<file path="src/rtl/regfile_dump_pkg.sv">
// Shared definitions for the register-file dump engine: FSM state encoding
// and the default geometry of the scanned register file.
package regfile_dump_pkg;

  typedef enum logic [1:0] {
    IDLE = 2'd0,
    READ = 2'd1,
    SEND = 2'd2,
    DONE = 2'd3
  } state_t;

  localparam int NREGS_DEF = 32;
  localparam int DW_DEF    = 32;

endpackage

</file>
<file path="src/rtl/regfile_dump.sv">
// Walks every register of a regfile through its combinational read port and
// streams each value out as a valid/ready beat, then pulses done.
module regfile_dump
  import regfile_dump_pkg::*;
#(
  parameter int NREGS = NREGS_DEF,
  parameter int DW    = DW_DEF
) (
  input  logic                     clk,
  input  logic                     rst,
  input  logic                     start,
  input  logic                     abort,
  output logic [$clog2(NREGS)-1:0] ra,
  input  logic [DW-1:0]            rd,
  output logic [DW-1:0]            out_data,
  output logic [$clog2(NREGS)-1:0] out_idx,
  output logic                     out_valid,
  input  logic                     out_ready,
  output logic                     busy,
  output logic                     done
);

  localparam int IW = $clog2(NREGS);
  localparam logic [IW-1:0] LAST = IW'(NREGS - 1);

  state_t        state;
  logic [IW-1:0] idx;

  // idx returns to 0 whenever the FSM goes back to IDLE, so ra reads 0 there.
  always_ff @(posedge clk) begin
    if (rst) begin
      state     <= IDLE;
      idx       <= '0;
      out_data  <= '0;
      out_idx   <= '0;
      out_valid <= 1'b0;
    end else begin
      case (state)
        IDLE: begin
          if (start) begin
            state <= READ;
            idx   <= '0;
          end
        end
        READ: begin
          if (abort) begin
            state <= IDLE;
            idx   <= '0;
          end else begin
            out_data  <= rd;
            out_idx   <= idx;
            out_valid <= 1'b1;
            state     <= SEND;
          end
        end
        SEND: begin
          // abort beats a simultaneous handshake: the beat is dropped, not sent
          if (abort) begin
            state     <= IDLE;
            idx       <= '0;
            out_valid <= 1'b0;
          end else if (out_ready) begin
            out_valid <= 1'b0;
            if (idx == LAST) begin
              state <= DONE;
            end else begin
              idx   <= idx + 1'b1;
              state <= READ;
            end
          end
        end
        DONE: begin
          state <= IDLE;
          idx   <= '0;
        end
        default: begin
          state     <= IDLE;
          idx       <= '0;
          out_valid <= 1'b0;
        end
      endcase
    end
  end

  assign ra   = idx;
  assign busy = (state != IDLE);
  assign done = (state == DONE);

endmodule

</file>
<file path="config.mk">
export PLATFORM = sky130hd
export DESIGN_NAME = regfile_dump
export DESIGN_NICKNAME = d
export VERILOG_FILES = /design/src/rtl/regfile_dump_pkg.sv /design/src/rtl/regfile_dump.sv
export SDC_FILE = /design/constraint.sdc
export NUM_CORES = 1
export LEC_CHECK = 0
export ABC_AREA = 1
export BUFFER_PORTS_ARGS = -buffer_cell sky130_fd_sc_hd__clkbuf_2
export CORE_MARGIN = 1
export CORE_UTILIZATION = 45
export DETAILED_ROUTE_END_ITERATION = 10
export HOLD_SLACK_MARGIN = 0.1
export PLACE_DENSITY_LB_ADDON = 0.25
export RECOVER_POWER = 25
export SLEW_MARGIN = 20
export SYNTH_ARGS = -nofsm -noshare
export SYNTH_HDL_FRONTEND = slang
export SYNTH_SLANG_ARGS = --single-unit
</file>
<file path="constraint.sdc">
create_clock -name clk -period 1.8 [get_ports clk]
set_input_delay 0.09 -clock clk [delete_from_list [all_inputs] [get_ports clk]]
set_output_delay 0.09 -clock clk [all_outputs]
set_load 0.1 [all_outputs]
</file>
After elaboration in Yosys (flattened, before gate mapping)
Cells that the tools add are included.
Widths: inputs -> output; s select.
{"block": "totals", "reg_bits": 45, "in_bits": 37, "out_inout_bits": 45, "elab_cells": 39}
{"block": "classes", "addsub": 1, "n_eq_ne": 9, "mux": 16, "bitwise": 1, "reduce_logical": 7}
{"operator": "$mux 5", "count": 5}
{"operator": "$pmux 5 s4", "count": 1}
{"operator": "$mux 2", "count": 5}
{"operator": "$pmux 2 s4", "count": 1}
{"operator": "$ne 2x2->1 const B", "count": 3}
{"operator": "$ne 3x3->1 const B", "count": 2}
{"operator": "$add 5x1->5 const B", "count": 1}
{"operator": "$eq 5x5->1 const B", "count": 1}
{"operator": "$eq 2x2->1 const B", "count": 2}
{"operator": "$reduce_and 2->1", "count": 2}
{"operator": "$reduce_and 4->1", "count": 1}
{"operator": "$reduce_bool 2->1", "count": 2}
{"operator": "$mux 1", "count": 3}
{"operator": "$reduce_and 3->1", "count": 1}
{"operator": "$eq 2x1->1 const B", "count": 1}
{"operator": "$logic_not 2->1", "count": 1}
{"operator": "$pmux 1 s2", "count": 1}
{"operator": "$not 1->1", "count": 1}

Longest topological paths before layout
{"block": "logic_depth", "ltp_word": 5, "mapped_depth": 12}

Worst setup path after synthesis
No wires, ideal clock.
{"block": "synth_timing", "kind": "register -> register", "startpoint": "register idx[0], in the netlist ra[0]", "endpoint": "register idx[0], in the netlist ra[0]", "setup_ns": 0.118, "t_arrival_ns": 2.135, "required_time_ns": 1.682, "setup_slack_ns": -0.453, "path_stages_with_launch": 12, "n_path_buf": 0, "synth_period_minus_slack_ns": 2.253, "path_cell_list": "dfxtp_1 > ha_1 > nand2_1 > nor2_1 > ha_1 > inv_1 > nor2_1 > nand2_1 > nand2_2 > nor2_4 > o21ai_0 > nor2_1"}
{"block": "synth_between", "elab_chain_len": 5, "word_cells_on_any_way": 8}
{"element": "from (decl)", "line": "regfile_dump.sv:27", "source": "logic [IW-1:0] idx;"}
{"element": "from (signal assigned)", "line": "regfile_dump.sv:67", "source": "idx <= idx + 1'b1;"}
{"element": "$add 5x1->5", "line": "regfile_dump.sv:67"}
{"element": "$mux 5", "line": "regfile_dump.sv:64", "source": "if (idx == LAST) begin"}
{"element": "$mux 5", "line": "regfile_dump.sv:62", "source": "end else if (out_ready) begin"}
{"element": "$mux 5", "line": "regfile_dump.sv:58", "source": "if (abort) begin"}
{"element": "$pmux 5 s4", "line": "regfile_dump.sv:38", "source": "case (state)"}
Parallel ways exist; a longest one is shown, timed or not. The select of a mux whose other input is x is not followed.
A chain may end at the register's enable or synchronous reset.

Final worst setup path
{"block": "layout_timing", "startpoint": "register idx[0], in the netlist ra[0]", "endpoint": "register idx[2], in the netlist ra[2]"}
The elaborated chain is that of the path after synthesis.

==> reports/metrics.cfg <==
[power]
powerDensity_nw_per_um2 = 939.7
combinationalPowerShare_pct = 31.0
ir_drop_uv = 536.0
power_frac_seq_pct = 45.1
pwr-share-clk_pct = 23.9
swShare_pct = 38.42
switchingPower_uw = 932.5
internal_power_mw = 1.494
p_leak_nw = 1.148

[setup_path]
path_cells = ha_1, nand2_1, nor2_1, ha_1, inv_1, nor2_1, nand2_1, nand2_2, nor2_4, nand2_1, a21oi_1
crit_path_start_kind = flop
critPathLaunch = ra[0]
worstSetupPathType = flop to flop
crit_arrival_ns = 1.82
cp.required_ns = 2.01
cpPeakStageDelay_ns = 0.37
cp-end-kind = flop
critical_path.reg2reg.startpoint = ra[0]
critPathSlowestCell = dfxtp_4
reg2reg_depth = 11
path_max_fanout = 7
r2r-end = ra[2]
crit_path_frequent_cell = nand2_1
reg2reg_slack_ns = 0.19
cp-endpoint = ra[2]

[timing]
tightest_slew_ns = 1.175
slew_headroom_pct = 22.01
setup_tns_ns = 0
drv_slew = 0
min_period_ns = 1.606
worst_slack_ns = 0.1943
fin_crit_sh_pct = 89.21
setup_violations = 0
rsz0062_at_grt = false
finClkSkew_ns = 0.008077
hold_viol = 0
max_clock_freq_mhz = 622.8

[clocking]
cts-root-buf = clkbuf_8
cts_buffers = 5
tritoncts = built
postCtsSetupBuffers = 0
clkSlewWorstSetupHoldPaths_ns = 0.08
clock-sinks = 45
clkLatencyLatePin_ns = 0.29
htreeDepth = 2
clockBufferDepth = 2

[min_path]
hold_path.class = input port to flop

[synth]
ys_seq_area_share_pct = 51.58
synth_top_area_cell = dfxtp_1
netlist_area_um2 = 1747
avgSynthCellArea_um2 = 7.594
synth_cells = 230
ys_ff_latch = 45
synth_ff_type = dfxtp_1
synth-edff-count = 0
synthTopCellsByArea = dfxtp_1 52%, nand2_1 18%, a21oi_1 12%
netlist.area_leader.share_pct = 51.58
synth_top_family_by_area = simple AND/OR/NAND/NOR gates
yosysWarnings = 0
synthSimpleGateAreaFrac_pct = 26.86
synth.most_common_cell = nand2_1
synth_mux_area_share_pct = 0
synth_xor_xnor_area_share_pct = 0
yosys.area_share.adder_pct = 1.433
ys_async_sr_fraction_pct = 0
synth_common_cells = 85 x nand2_1, 45 x dfxtp_1, 41 x a21oi_1, 16 x nor2_1, 10 x inv_1
ys_types = 18
synth_compound_area_share_pct = 13.75
syn_nets = 269

[global_route]
track_usage_pct = 22.68
grt_pass1_wl_um = 7258
grt_pass1_vias = 1669
antenna_found_initial = 0
gr-total-overflow = 0
grt_start_max_net_pins = 29

[detailed_routing]
routed_via_density = 4.675
route.detailed.drc = 0
firstDrtPassIters = 4
ant_nets = 0
wl_per_cell_um = 11.28
vias = 1828
drtIter0Drc = 130
drt-total-wl_um = 4411

[place]
gp_congestion = 0.8182
dp_hpwl_um = 2704
io_buffers = 81
post-place-ws_ns = 0.2304

[run_status]
status = finished, final reports clean

[floorplan]
die_w_um = 64.30
core-area_um2 = 3689
dieArea_um2 = 4134
pin_count = 82
placementRows = 22
die_y_um = 64.30
initial_core_util_pct = 47.35

[final_layout]
antenna_cells = 0
area_growth_pct = 47.85
drive_gt1_share_pct = 27.99
layout.nets = 381

[run]
cap_violations = 0

==> critical path: cells and delay by family, from the launching register on <==
family	cells	cell delay (ns)
compound gates	1	0.15
buf+inv	1	0.06
flops	1	0.37
simple gates	7	0.54
fa+ha+maj	2	0.39
==> power groups by stage <==
stage / clock network [mW] / registers [mW] / logic, mW
3_3_place_gp: 0 / 1.12 / 0.699
6_report: 0.579 / 1.09 / 0.753
2_1_floorplan: 0 / 1.49 / 0.201
5_1_grt: 0.646 / 1.10 / 0.797
3_5_place_dp: 0 / 1.12 / 0.701
4_1_cts: 0.600 / 1.09 / 0.756
==> per-stage QoR <==
| stage | std cells | instance area [µm²] | hold slack (ns) | total power, mW | util [%] |
|---|---|---|---|---|---|
| floorplan | 230 | 1758 | 0.2327 | 1.689 | - |
| global placement | 351 | 2188 | 0.3210 | 1.814 | 59.33 |
| detailed placement | 351 | 2188 | 0.3294 | 1.818 | 59.33 |
| CTS | 391 | 2591 | 0.1503 | 2.450 | 70.25 |
| global route | 391 | 2582 | 0.1882 | 2.545 | 70.01 |
| finish | 391 | 2582 | 0.1621 | 2.427 | 70.01 |
==> layout make-up <==
class	count	area [µm²]
Clock inverter	2	10.01
Tap cell	48	60.06
Timing Repair Buffer	116	752.0
Clock buffer	6	72.57
Inverter	11	41.29
Multi-Input combinational cell	163	734.5
Fill cell	331	1106
Sequential cell	45	912.1
==> worst min path at each step <==
stage               startpoint      endpoint  cells after the start  slack [ns]
floorplan               rd[10]  out_data[10]                      2        0.23
global placement        rd[23]  out_data[23]                      3        0.32
detailed placement      rd[27]  out_data[27]                      3        0.33
CTS                  out_ready     out_valid                      4        0.15
global route             start      state[0]                      5        0.19
finish               out_ready     out_valid                      4        0.16
==> state kept, by name (all words and copies together), names as in the netlist <==
signal	flops
ra	5
out_data	32
state	2
out_idx	5
out_valid	1
==> per-layer routing <==
layer	track usage, %	routed length [µm]	up-vias
li1	-	-	956
met1	23.50	1849	803
met2	44.61	2268	63
met3	4.821	244	6
met4	6.667	48	0
met5	0	0	-
==> layout by cell type, fill, tap and decap left out <==
master / instances
nand3_1: 3
clkinv_2: 2
dfxtp_2: 3
clkbuf_1: 7
nor2_1: 16
inv_2: 1
clkbuf_2: 74
nand3_4: 1
dfxtp_1: 40
nand2_2: 3
a21oi_1: 41
nor2_4: 2
o21ai_0: 7
buf_12: 1
nand2_1: 85
inv_1: 10
nor3_1: 2
buf_4: 2
buf_1: 1
dfxtp_4: 2
clkbuf_8: 5
nand4_1: 1
ha_1: 2
dlygate4sd3_1: 32
==> cells by family (layout without fill, tap and decap cells) <==
group           count (synthesis)  after routing
compound gates                 48             48
fa+ha+maj                       2              2
buf+inv                        22            135
flops                          45             45
simple gates                  113            113
==> what timing repair did <==
item,4_1_cts,5_1_grt
gates resized for setup,0,0
hold endpoints to repair,32,0
hold buffers,32,0
No activity file was read; power rests on OpenSTA's default activity.
